### src/rtl/sev_seg_rd_if.sv
// Bundle of segment/anode inputs and decoded outputs for the seven-segment readback block.
// Carries err_cnt only when SEV_SEG_RD_ERRCNT_EN is defined.
interface sev_seg_rd_if #(
  parameter int NUM_DIGITS = 4
);
  logic [6:0]              seg_in;
  logic [NUM_DIGITS-1:0]   an_in;
  logic [4*NUM_DIGITS-1:0] hex_out;
  logic [NUM_DIGITS-1:0]   digit_valid;
  logic                    frame_valid;
  logic                    pat_err;
`ifdef SEV_SEG_RD_ERRCNT_EN
  logic [7:0]              err_cnt;

  modport master (
    output seg_in, an_in,
    input  hex_out, digit_valid, frame_valid, pat_err, err_cnt
  );

  modport slave (
    input  seg_in, an_in,
    output hex_out, digit_valid, frame_valid, pat_err, err_cnt
  );
`else
  modport master (
    output seg_in, an_in,
    input  hex_out, digit_valid, frame_valid, pat_err
  );

  modport slave (
    input  seg_in, an_in,
    output hex_out, digit_valid, frame_valid, pat_err
  );
`endif
endinterface

### src/rtl/sev_seg_rd.sv
// Reads back a multiplexed active-low seven-segment display and recovers the hex nibble per digit.
// Optional SEV_SEG_RD_ERRCNT_EN adds a saturating counter of unmatched captures on bus.err_cnt.
//
// state  | meaning
// IDLE   | synchronized an_in is not one-cold, nothing to track
// SETTLE | one digit selected, counting identical consecutive samples
// HOLD   | window captured, waiting for the sampled inputs to change
module sev_seg_rd #(
  parameter int NUM_DIGITS = 4,
  parameter int STABLE_CYC = 4
) (
  input logic         clk,
  input logic         rst_n,
  sev_seg_rd_if.slave bus
);

  localparam int         IW        = (NUM_DIGITS > 1) ? $clog2(NUM_DIGITS) : 1;
  localparam logic [7:0] CNT_LAST  = 8'(STABLE_CYC - 1);
  localparam logic [7:0] CNT_FULL  = 8'(STABLE_CYC);
  localparam logic [6:0] SEG_BLANK = 7'b1111111;

  typedef enum logic [1:0] {IDLE, SETTLE, HOLD} state_t;

  state_t                  state, state_nx;
  logic [7:0]              cnt, cnt_nx;
  logic                    capture;
  logic [6:0]              seg_m, seg_s, seg_p;
  logic [NUM_DIGITS-1:0]   an_m, an_s, an_p;
  logic                    same, one_cold;
  logic [IW-1:0]           sel;
  logic [4:0]              dec;
  logic [4*NUM_DIGITS-1:0] hex_q;
  logic [NUM_DIGITS-1:0]   valid_q;
  logic                    frame_q;
  logic                    err_q;

  // Returns {matched, nibble}; anything outside the hex table yields matched=0.
  function automatic logic [4:0] decode(input logic [6:0] pat);
    case (pat)
      7'b1000000: decode = 5'h10;
      7'b1111001: decode = 5'h11;
      7'b0100100: decode = 5'h12;
      7'b0110000: decode = 5'h13;
      7'b0011001: decode = 5'h14;
      7'b0010010: decode = 5'h15;
      7'b0000010: decode = 5'h16;
      7'b1111000: decode = 5'h17;
      7'b0000000: decode = 5'h18;
      7'b0010000: decode = 5'h19;
      7'b0001000: decode = 5'h1A;
      7'b0000011: decode = 5'h1B;
      7'b1000110: decode = 5'h1C;
      7'b0100001: decode = 5'h1D;
      7'b0000110: decode = 5'h1E;
      7'b0001110: decode = 5'h1F;
      default:    decode = 5'h00;
    endcase
  endfunction

  // seg_p/an_p hold the previous synchronized sample for the stability compare.
  always_ff @(posedge clk or negedge rst_n) begin
    if (!rst_n) begin
      seg_m <= '1;
      seg_s <= '1;
      seg_p <= '1;
      an_m  <= '1;
      an_s  <= '1;
      an_p  <= '1;
    end else begin
      seg_m <= bus.seg_in;
      seg_s <= seg_m;
      seg_p <= seg_s;
      an_m  <= bus.an_in;
      an_s  <= an_m;
      an_p  <= an_s;
    end
  end

  assign same     = (seg_s == seg_p) && (an_s == an_p);
  assign one_cold = $onehot(~an_s);
  assign dec      = decode(seg_s);

  always_comb begin
    sel = '0;
    for (int i = 0; i < NUM_DIGITS; i++) begin
      if (!an_s[i]) sel = IW'(i);
    end
  end

  always_ff @(posedge clk or negedge rst_n) begin
    if (!rst_n) begin
      state <= IDLE;
      cnt   <= '0;
    end else begin
      state <= state_nx;
      cnt   <= cnt_nx;
    end
  end

  always_comb begin
    state_nx = state;
    cnt_nx   = cnt;
    capture  = 1'b0;
    case (state)
      IDLE: begin
        cnt_nx = '0;
        if (one_cold) begin
          state_nx = SETTLE;
          cnt_nx   = 8'd1;
        end
      end
      SETTLE: begin
        if (!one_cold) begin
          state_nx = IDLE;
          cnt_nx   = '0;
        end else if (!same) begin
          cnt_nx = 8'd1;
        end else if (cnt == CNT_LAST) begin
          state_nx = HOLD;
          cnt_nx   = CNT_FULL;
          capture  = 1'b1;
        end else begin
          cnt_nx = cnt + 8'd1;
        end
      end
      HOLD: begin
        if (!one_cold) begin
          state_nx = IDLE;
          cnt_nx   = '0;
        end else if (!same) begin
          state_nx = SETTLE;
          cnt_nx   = 8'd1;
        end
      end
      default: begin
        state_nx = IDLE;
        cnt_nx   = '0;
      end
    endcase
  end

  // A completed frame clears digit_valid one cycle after the last capture; the
  // FSM is always in HOLD on that edge, so no capture can collide with the clear.
  always_ff @(posedge clk or negedge rst_n) begin
    if (!rst_n) begin
      hex_q   <= '0;
      valid_q <= '0;
      frame_q <= 1'b0;
      err_q   <= 1'b0;
    end else if (&valid_q) begin
      frame_q <= 1'b1;
      valid_q <= '0;
    end else begin
      frame_q <= 1'b0;
      if (capture) begin
        if (dec[4]) begin
          hex_q[4*int'(sel) +: 4] <= dec[3:0];
          valid_q[sel]            <= 1'b1;
        end else if (seg_s != SEG_BLANK) begin
          err_q <= 1'b1;
        end
      end
    end
  end

`ifdef SEV_SEG_RD_ERRCNT_EN
  logic [7:0] err_cnt_q;

  always_ff @(posedge clk or negedge rst_n) begin
    if (!rst_n) begin
      err_cnt_q <= '0;
    end else if (capture && !dec[4] && (seg_s != SEG_BLANK) && (err_cnt_q != 8'hFF)) begin
      err_cnt_q <= err_cnt_q + 8'd1;
    end
  end

  assign bus.err_cnt = err_cnt_q;
`endif

  assign bus.hex_out     = hex_q;
  assign bus.digit_valid = valid_q;
  assign bus.frame_valid = frame_q;
  assign bus.pat_err     = err_q;

endmodule

### src/flat_wrapper.sv
// flat-port wrapper written by rule: the top's interface ports become plain ports
module sev_seg_rd_flat 
#(
  parameter int NUM_DIGITS = 4,
  parameter int STABLE_CYC = 4
)
  (clk, rst_n, bus_seg_in, bus_an_in, bus_hex_out, bus_digit_valid, bus_frame_valid, bus_pat_err);
  sev_seg_rd_if #(.NUM_DIGITS(NUM_DIGITS)) bus_i ();
  input logic clk;
  input logic rst_n;
  input wire logic [$bits(bus_i.seg_in)-1:0] bus_seg_in;
  input wire logic [$bits(bus_i.an_in)-1:0] bus_an_in;
  output wire logic [$bits(bus_i.hex_out)-1:0] bus_hex_out;
  output wire logic [$bits(bus_i.digit_valid)-1:0] bus_digit_valid;
  output wire logic [$bits(bus_i.frame_valid)-1:0] bus_frame_valid;
  output wire logic [$bits(bus_i.pat_err)-1:0] bus_pat_err;
  assign bus_i.seg_in = bus_seg_in;
  assign bus_i.an_in = bus_an_in;
  assign bus_hex_out = bus_i.hex_out;
  assign bus_digit_valid = bus_i.digit_valid;
  assign bus_frame_valid = bus_i.frame_valid;
  assign bus_pat_err = bus_i.pat_err;
  sev_seg_rd #(.NUM_DIGITS(NUM_DIGITS), .STABLE_CYC(STABLE_CYC)) u_core (.clk(clk), .rst_n(rst_n), .bus(bus_i));
endmodule
### config.mk
export PLATFORM = sky130hd
export DESIGN_NAME = sev_seg_rd_flat
export DESIGN_NICKNAME = d
export VERILOG_FILES = /design/src/rtl/sev_seg_rd_if.sv /design/src/rtl/sev_seg_rd.sv /design/src/flat_wrapper.sv
export SDC_FILE = /design/constraint.sdc
export NUM_CORES = 1
export LEC_CHECK = 0
export BUFFER_PORTS_ARGS = -buffer_cell sky130_fd_sc_hd__buf_2
export CELL_PAD_IN_SITES_DETAIL_PLACEMENT = 1
export CELL_PAD_IN_SITES_GLOBAL_PLACEMENT = 1
export CORE_ASPECT_RATIO = 0.6
export CORE_MARGIN = 2
export CORE_UTILIZATION = 50
export DETAILED_ROUTE_END_ITERATION = 10
export PLACE_DENSITY_LB_ADDON = 0.1
export SYNTH_ARGS = -nofsm -noshare
export SYNTH_HDL_FRONTEND = slang
export SYNTH_SLANG_ARGS = --single-unit
### constraint.sdc
create_clock -name clk -period 9 [get_ports clk]
set_input_delay 0.9 -clock clk [delete_from_list [all_inputs] [get_ports clk]]
set_output_delay 0.9 -clock clk [all_outputs]
set_load 0.005 [all_outputs]
== Yosys cells after proc, flatten, opt, wreduce, memory -nomap -nowiden ==
Index checks and enable logic that the tools add are counted.

* Add/subtract/negate cells: 5
* $lt $le $gt $ge: 2
* Equal/unequal tests: 26
* Shift operators: 2
* Muxes and demuxes: 29
* Bitwise operators: 4
* Reductions and logical operators: 11

{| class="wikitable"
|+ Operators with widths
! operator !! count
|-
| 5-bit one-hot mux with 16 select lines || 1
|-
| 8-bit two-way mux || 5
|-
| 4-bit negator with 33-bit output || 1
|-
| 4-bit by 33-bit variable shift with 16-bit output (first input constant) || 1
|-
| 4-bit by 33-bit indexed part select with 16-bit output || 1
|-
| 7-bit == test (second input constant) || 4
|-
| 8-bit one-hot mux with 3 select lines || 1
|-
| 7-bit by 5-bit == test with 1-bit output (second input constant) || 3
|-
| 7-bit by 6-bit == test with 1-bit output (second input constant) || 3
|-
| 16-bit bitwise mux || 1
|-
| 2-bit two-way mux || 8
|-
| 7-bit by 2-bit == test with 1-bit output (second input constant) || 2
|-
| 7-bit by 4-bit == test with 1-bit output (second input constant) || 2
|-
| 4-bit two-way mux || 3
|-
| 4-bit AND reduction || 3
|-
| 8-bit by 1-bit adder with 8-bit output (second input constant) || 1
|-
| 8-bit by 2-bit == test with 1-bit output (second input constant) || 1
|-
| 1-bit two-way mux || 8
|-
| 7-bit by 3-bit == test with 1-bit output (second input constant) || 1
|-
| 7-bit == test || 1
|-
| 7-bit logical NOT || 1
|-
| 7-bit != test (second input constant) || 1
|-
| 3-bit != test (second input constant) || 2
|-
| 2-bit one-hot mux with 3 select lines || 1
|-
| other kinds (19) || 23
|}

* Bits in registers: 65
* Bits of input ports: 13
* Output and inout bits: 22
* Word-level logic and storage cells: 91

== Longest topological paths before layout ==
Gate-level depths: netlist of the first run.

* Depth in word-level cells: 11
* Gate-level depth with buffers: 12
* Depth with buffers taken out: 10

== Worst setup path before layout of the first run ==
No wires, ideal clock.

* Path type: flip-flop to flip-flop
* Start: reg u_core.an_s[2]
* End: reg u_core.hex_q[7] (netlist: u_core.bus.hex_out[7])
* Setup time: 0.125 ns
* Arrival: 3.245 ns
* Data required time: 8.875 ns
* Setup slack: 5.630 ns
* Cell stages (with the launch flop): 12
* Path buffers: 2
* Clock period less this slack: 3.370 ns
* Path through: dfstp_2 -> inv_1 -> ha_1 -> ha_1 -> fa_1 -> nor2_1 -> nand2_1 -> or4_1 -> buf_2 -> or4_1 -> buf_2 -> mux2_4

* Cells in the longest elaborated chain, start to end: 7
* Elaborated cells between the ends (all ways): 16
* Those cells by class: add/sub: 3; eq/ne: 2; shift: 2; mux: 6; bitwise: 1; reduce/logical: 2

{| class="wikitable"
|+ RTL lines
! element !! RTL line !! source
|-
| start: declaration || sev_seg_rd.sv:28 || <nowiki>logic [NUM_DIGITS-1:0] an_m, an_s, an_p;</nowiki>
|-
| start signal: assignment || sev_seg_rd.sv:74 || <nowiki>an_s <= an_m;</nowiki>
|-
| 4-bit NOT || sev_seg_rd.sv:80 || <nowiki>assign one_cold = $onehot(~an_s);</nowiki>
|-
| 1-bit by 1-bit adder with 2-bit output (implied by the code) || sev_seg_rd.sv:80 ||
|-
| 3-bit adder (implied by the code) || sev_seg_rd.sv:80 ||
|-
| 3-bit by 1-bit == test with 1-bit output || sev_seg_rd.sv:80 ||
|-
| 1-bit two-way mux || sev_seg_rd.sv:113 || <nowiki>if (!one_cold) begin</nowiki>
|-
| 1-bit two-way mux || sev_seg_rd.sv:104 || <nowiki>case (state)</nowiki>
|-
| 3-bit AND reduction (no source line) || - ||
|-
| end signal: indexed assignment || sev_seg_rd.sv:157 || <nowiki>hex_q[4*int'(sel) +: 4] <= dec[3:0];</nowiki>
|-
| end: declaration || sev_seg_rd.sv:32 || <nowiki>logic [4*NUM_DIGITS-1:0] hex_q;</nowiki>
|}

Several ways; a longest one is shown, not always the timed one.
A chain may end at the register's enable or synchronous reset.

== Worst setup path in the final report of the first run ==
Same ends and word-level chain as after synthesis.

==> results of run 1 <==
final cells by class:
class / instances / area (um2)
Sequential cell: 65 / 1670
Inverter: 12 / 45.0
Clock inverter: 5 / 58.8
Fill cell: 606 / 2240
Tap cell: 80 / 100
Clock buffer: 11 / 163
Multi-Input combinational cell: 161 / 1200
Timing Repair Buffer: 35 / 178
report_power, final:
part / internal, mW / leakage, nW / switching, mW
clock network: 0.153 / 0.115 / 0.114
logic: 0.0159 / 0.679 / 0.0214
registers: 0.308 / 0.792 / 0.0142
metal layers:
metal	share of wire, %	GRT usage (%)
met2	44	33.4
met4	0.88	5.43
met3	4.4	8.55
met1	51	34.2
met5	0	0
critical path, delay by kind of cell, from the launching register on:
kind	cells	cell delay, ps
multiplexers	1	360
AND/OR/NAND/NOR	4	1650
flip-flops	1	590
adder cells (fa/ha/maj)	3	970
buffers and inverters	1	100
kinds of logic after synthesis:
group	after synthesis
buffers and inverters	23
DFF	65
and+or+nand+nor	83
adders and majority gates	8
AOI/OAI and AO/OA	40
muxes	17
xor gates and xnor gates	13
cell usage after synthesis, drive strengths merged (3+ instances only):
master,instances
dfstp,33
dfrtp,32
nor2,15
mux2,13
inv,12
nand2,11
xnor2,11
a21oi,9
and3,7
ha,7
nor3,7
clkbuf,6
o21a,6
o21ai,6
buf,5
nand2b,5
nand4,5
nor4,5
a21o,4
mux2i,4
nand3,4
nor2b,4
or4,4
nor3b,3
or3b,3
worst max-delay path by stage:
stage	startpoint	to	slack, ps
final	u_core.an_s[2]	u_core.bus.hex_out[7]	5220
after global placement	u_core.an_s[2]	u_core.bus.hex_out[7]	5420
after floorplan	u_core.an_s[2]	u_core.bus.hex_out[7]	5630
after global routing	u_core.an_s[2]	u_core.bus.hex_out[7]	5040
after detailed placement	u_core.an_s[2]	u_core.bus.hex_out[7]	5230
after CTS	u_core.an_s[2]	u_core.bus.hex_out[7]	5210
state kept, by name, indices dropped and copies added, names as in the netlist, 7 cells and up:
| name | cells |
|---|---|
| u_core.seg_s | 7 |
| u_core.seg_p | 7 |
| u_core.cnt | 8 |
| u_core.seg_m | 7 |
| u_core.bus.hex_out | 16 |
==> out/metrics.yaml, run 1 <==
min_period_ps: 3780
area_growth_pct: 15.0
drt_iter0_drc: 90
vias_per_cell: 5.61
wl_per_cell_um: 18.1
tns_ps: 0
antenna_found_initial: 0
cp_data_arrival_time_ps: 4010
htree_num_levels: 3
cts_tree: "done"
power_density_nw_per_um2: 184
clk_pin_slew_ps: 70
synth_top_family_by_area: "simple AND/OR/NAND/NOR gates"
finalMaxSlewViolations: 0
placed_cell_area_um2: 3190
cts_hold_buffers: 0
syn_inst: 249
maxCapViolCount: 0
relSlewSlack_pct: 48.3
worst_r2r_path_depth: 9
finalWirelength_um: 6690
finalSetupViolations: 0
synthSimpleGateAreaFrac_pct: 17.1
grt_pass1_wl_um: 11300
synth_area_leaders: "dfstp_2, dfrtp_1, mux2_2"
synth_top_area_share_pct: 29.2
synth_xor_xnor_area_share_pct: 3.84
fp-row-count: 21
avgSynthCellArea_um2: 11.9
ir_worst_vdd_v: 0.000138
grt_util_all_layers_pct: 23.4
synth_cell_types: 52
dp.final_hpwl_um: 4910
hold_violations: 0
io_pins: 35
critical_path_class: "flop to flop"
dieHeight_um: 63.7
stdcell_area_um2: 3410
hold_class: "flop to flop"
clock_skew_ps: 4.18
syn_nets: 270
setup_ws_ps: 5220
routed-via-count: 2070
final_cell_mix: "buf_2, dfstp_2, dfrtp_1"
critPathMaxFanout: 9
slowest_stage: "or4_1"
r2r_end: "u_core.bus.hex_out[7]"
postCtsSetupRepairBufs: 0
critPathCaptureType: "flop"
cts_repair_resize_count: 0
p_leak_nw: 1.59
fin_util_pct: 60.4
clk_latency_ps: 350
yosysSeqAreaShare_pct: 56.2
synth.area.mux_share_pct: 6.41
place.gp.congestion: 0.782
clockBufferDepth: 2
synthFlopType: "dfstp_2"
synth_top_area_cell: "dfstp_2"
synthArstFlopShare_pct: 100
cts_inserted_buffers: 9
layout_commonest_cell: "buf_2"
hold_start: "u_core.an_m[0]"
power_mw: 0.627
yosysWarnings: 0
drive_above_1_share_pct: 36.7
clock-root-buffer: "clkbuf_8"
start_util_pct: 52.5
synth_fa_ha_area_share_pct: 3.63
synth_edf_count: 0
rr_startpoint: "u_core.an_s[2]"
gr-total-overflow: 0
cpPeakStageDelay_ps: 750
fp.coreArea_um2: 5650
placedCellCount: 353
r2r_slack_ps: 5220
drtPass1Iterations: 4
status: "completed"
fin_crit_sh_pct: 42.0
final_net_count: 305
fmax_mhz: 265
hold_end: "u_core.an_s[0]"
critPathRequiredTime_ps: 9230
whs_ps: 357
min_path_cells: 0
cts_sinks: 65
numPortBuffers: 34
tightestPinTransition_ps: 775
final_cells: 369
ys_ff_latch: 65
die_w_um: 103
synth_compound_area_share_pct: 9.49
cp_cell_sequence: "inv_1 -> ha_1 -> ha_1 -> fa_1 -> nor2_1 -> nand2_1 -> or4_1 -> or4_1 -> mux2_4"
die_area_um2: 6590
syn_area_um2: 2970
rsz0062_at_grt: "no"
grt_pass1_vias: 2143
ant_nets: 0
antenna_cells: 0
drc: 0
place_ws_ps: 5230
critPathLaunchType: "flop"
grt_max_degree: 66
No activity file was read; power rests on OpenSTA's default activity.
==> run 2: changes to the inputs <==
--- a/config.mk
+++ b/config.mk
@@ -5,12 +5,13 @@
 export SDC_FILE = /design/constraint.sdc
 export NUM_CORES = 1
 export LEC_CHECK = 0
+export ABC_AREA = 1
 export BUFFER_PORTS_ARGS = -buffer_cell sky130_fd_sc_hd__buf_2
 export CELL_PAD_IN_SITES_DETAIL_PLACEMENT = 1
 export CELL_PAD_IN_SITES_GLOBAL_PLACEMENT = 1
 export CORE_ASPECT_RATIO = 0.6
 export CORE_MARGIN = 2
-export CORE_UTILIZATION = 50
+export CORE_UTILIZATION = 40
 export DETAILED_ROUTE_END_ITERATION = 10
 export PLACE_DENSITY_LB_ADDON = 0.1
 export SYNTH_ARGS = -nofsm -noshare
==> constraint.sdc (replaced) <==
create_clock -name clk -period 3.3 [get_ports clk]
set_input_delay 0.33 -clock clk [delete_from_list [all_inputs] [get_ports clk]]
set_output_delay 0.33 -clock clk [all_outputs]
set_load 0.005 [all_outputs]
==> run 2 against run 1 <==
  * Register-to-register slack worse by 5000 ps
  * Global-route usage down 3.3 points
  * Sequential power rose to 2.7 times the previous value
  * Cell area up 14%
  * Area after synthesis up 10%
  * First-iteration DRC count down 2.2%
  * Fmax up 24%
  * Wire length up 20%
  * Hold slack worse by 270 ps
  * Via count up 27%
  * Largest power group is now clock
==> out/metrics.yaml, run 2 <==
regArea_um2: 1670  # unchanged
io_pins: 35  # unchanged
multi_input_area_um2: 1380  # +15%
dieHeight_um: 74.0  # +16%
numPortBuffers: 34  # unchanged
hold_violations: 0  # unchanged
final_cell_mix: "nand2_1, nor2_1, inv_1"
synthFlopType: "dfstp_2"
area_growth_pct: 18.7
placed_cell_area_um2: 3560  # +12%
synth_area_leaders: "dfstp_2, dfrtp_1, nand2_1"
p_leak_nw: 1.99  # +26%
power_density_nw_per_um2: 510  # +180%
fin_util_pct: 49.2  # -11 points
grt_pass1_vias: 2630  # +23%
clockBufferDepth: 2  # unchanged
synth_top_area_cell: "dfstp_2"
avgSynthCellArea_um2: 8.53  # -28%
cts_inserted_buffers: 9  # unchanged
grt_util_all_layers_pct: 20.1  # -3.3 points
gr-total-overflow: 0  # unchanged
ir_worst_vdd_v: 0.000316  # +130%
clk_latency_ps: 330  # -20 ps
dp.final_hpwl_um: 6020  # +23%
drive_above_1_share_pct: 27.3  # -9.4 points
grt_max_degree: 66  # unchanged
clock_skew_ps: 5.78  # +1.60 ps
die_w_um: 121  # +17%
critPathCaptureType: "flop"
stdcell_area_um2: 3880  # +14%
maxCapViolCount: 0  # unchanged
clk_pin_slew_ps: 60  # about the same
place.gp.congestion: 0.837  # +7.0%
clock-root-buffer: "clkbuf_16"
relSlewSlack_pct: 46.2  # -2.1 points
ys_ff_latch: 65  # unchanged
whs_ps: 91.2  # -266 ps
slowest_stage: "dfstp_2"
ant_nets: 0  # unchanged
antenna_found_initial: 0  # unchanged
cts_sinks: 65  # unchanged
min_period_ps: 3050  # -731 ps
finalMaxSlewViolations: 0  # unchanged
synth_common_cells: "nand2_1, nor2_1, inv_1"
postCtsSetupRepairBufs: 0  # unchanged
routed-via-count: 2628  # +27%
cp_common_cell: "nand2_1"
fp.coreArea_um2: 7880  # +40%
final_net_count: 448  # +47%
finalWirelength_um: 8010  # +20%
tns_ps: 0  # unchanged
synth_cell_types: 32  # -38%
fp-row-count: 25  # +19%
htree_num_levels: 3  # unchanged
critPathRequiredTime_ps: 3520  # -5710 ps
antenna_cells: 0  # unchanged
syn_area_um2: 3270  # +10%
cpPeakStageDelay_ps: 570  # -180 ps
cp_cell_sequence: "inv_1 -> ha_1 -> ha_1 -> fa_1 -> nor3_4 -> nand2_1 -> clkinv_1 -> nand3_2 -> nor2_2 -> buf_4 -> nand3_4 -> nand2_1 -> nand2_1"
syn_nets: 404  # +50%
fin_crit_sh_pct: 92.4  # +50 points
num-fill-cells: 964  # +59%
critical_path_class: "flop to flop"
drc: 0  # unchanged
fmax_mhz: 328  # +24%
wl_per_cell_um: 14.8  # -18%
drt_iter0_drc: 88  # -2.2%
die_area_um2: 8930  # +36%
largest_register_ffs: 16  # unchanged
drtPass1Iterations: 4  # unchanged
synthArstFlopShare_pct: 100  # unchanged
grt_pass1_wl_um: 13600  # +20%
yosysMostFrequentCell: "nand2_1"
critPathLaunchType: "flop"
yosysSeqAreaShare_pct: 51.1  # -5.1 points
critPathMaxFanout: 21  # +12
syn_inst: 383  # +54%
yosysWarnings: 0  # unchanged
synth_edf_count: 0  # unchanged
cts_tree: "done"
vias_per_cell: 4.87  # -13%
rsz0062_at_grt: "no"
start_util_pct: 41.4  # -11 points
hold_class: "primary input to flop"
cp_data_arrival_time_ps: 3270  # -740 ps
finalSetupViolations: 0  # unchanged
synth_top_area_share_pct: 26.6  # -2.7 points
tightestPinTransition_ps: 806  # +31.3 ps
status: "completed"
layout_commonest_cell: "nand2_1"
run 2: cell count changes after synthesis, sizes merged, moves of 5 or more:
cell	change
nand2	+107
nor2	+41
inv	+38
nand4	+23
nand3	+15
mux2	-13
and3	-7
clkbuf	-6
o21a	-6
nand2b	-5
xnor2	-5
run 2: critical path: cells and delay by family, from the launching register on:
kind	cells	cell delay (ps)
fa+ha+maj	3	990
simple gates	7	900
flops	1	570
buf+inv	3	470
run 2: final timing paths:
check,start,to,slack [ps],depth (start not counted)
max,u_core.an_s[2],u_core.bus.hex_out[14],250,13
max reg2reg,u_core.an_s[2],u_core.bus.hex_out[14],250,13
min reg2reg,u_core.seg_m[6],u_core.seg_s[6],350,0
min,bus_seg_in[2],u_core.seg_m[2],90,1
min in group asynchronous,rst_n,u_core.bus.hex_out[14],170,2
max in group asynchronous,rst_n,u_core.cnt[2],2590,2
run 2: per-stage QoR:
| stage | std cells | power, mW | setup WS [ps] |
|---|---|---|---|
| 2_1_floorplan | 383 | 0.969 | 564 |
| 6_report | 540 | 1.98 | 252 |
| 4_1_cts | 540 | 2.01 | 161 |
| 5_1_grt | 540 | 2.06 | 56.4 |
| 3_3_place_gp | 524 | 1.02 | 324 |
| 3_5_place_dp | 524 | 1.03 | 227 |
run 2: metal layers:
| layer | vias to the layer above | GRT usage [%] | wire, um |
|---|---|---|---|
| met1 | 1256 | 29.8 | 4360 |
| met4 | 0 | 5.94 | 89 |
| met3 | 8 | 5.98 | 344 |
| met5 | - | 0 | 0 |
| li1 | 1316 | - | - |
| met2 | 48 | 28.6 | 3210 |
run 2: cells by family (layout without fill, tap and decap cells):
family / count (synthesis) / in the layout / synth area share [%]
simple gates: 227 / 227 / 33.4
flops: 65 / 65 / 51.1
buf+inv: 56 / 105 / 6.86
compound gates: 20 / 20 / 3.45
fa+ha+maj: 8 / 8 / 3.29
xor+xnor: 7 / 7 / 1.88
run 2: cell type report:
cell class	instances	share of cell area, %
Multi-Input combinational cell	262	35.6
Clock inverter	6	1.74
Timing Repair Buffer	37	4.97
Tap cell	108	3.49
Inverter	52	5.03
Clock buffer	10	6.16
Sequential cell	65	43.0
run 2: what timing repair did:
item,in CTS,in global routing
setup endpoints to repair,0,7
resized for setup,0,1
hold buffers,0,0
run 2: power by group:
group          internal [mW]  switching (mW)
Combinational         0.0457           0.104
Clock                  0.605           0.354
Sequential             0.842          0.0261
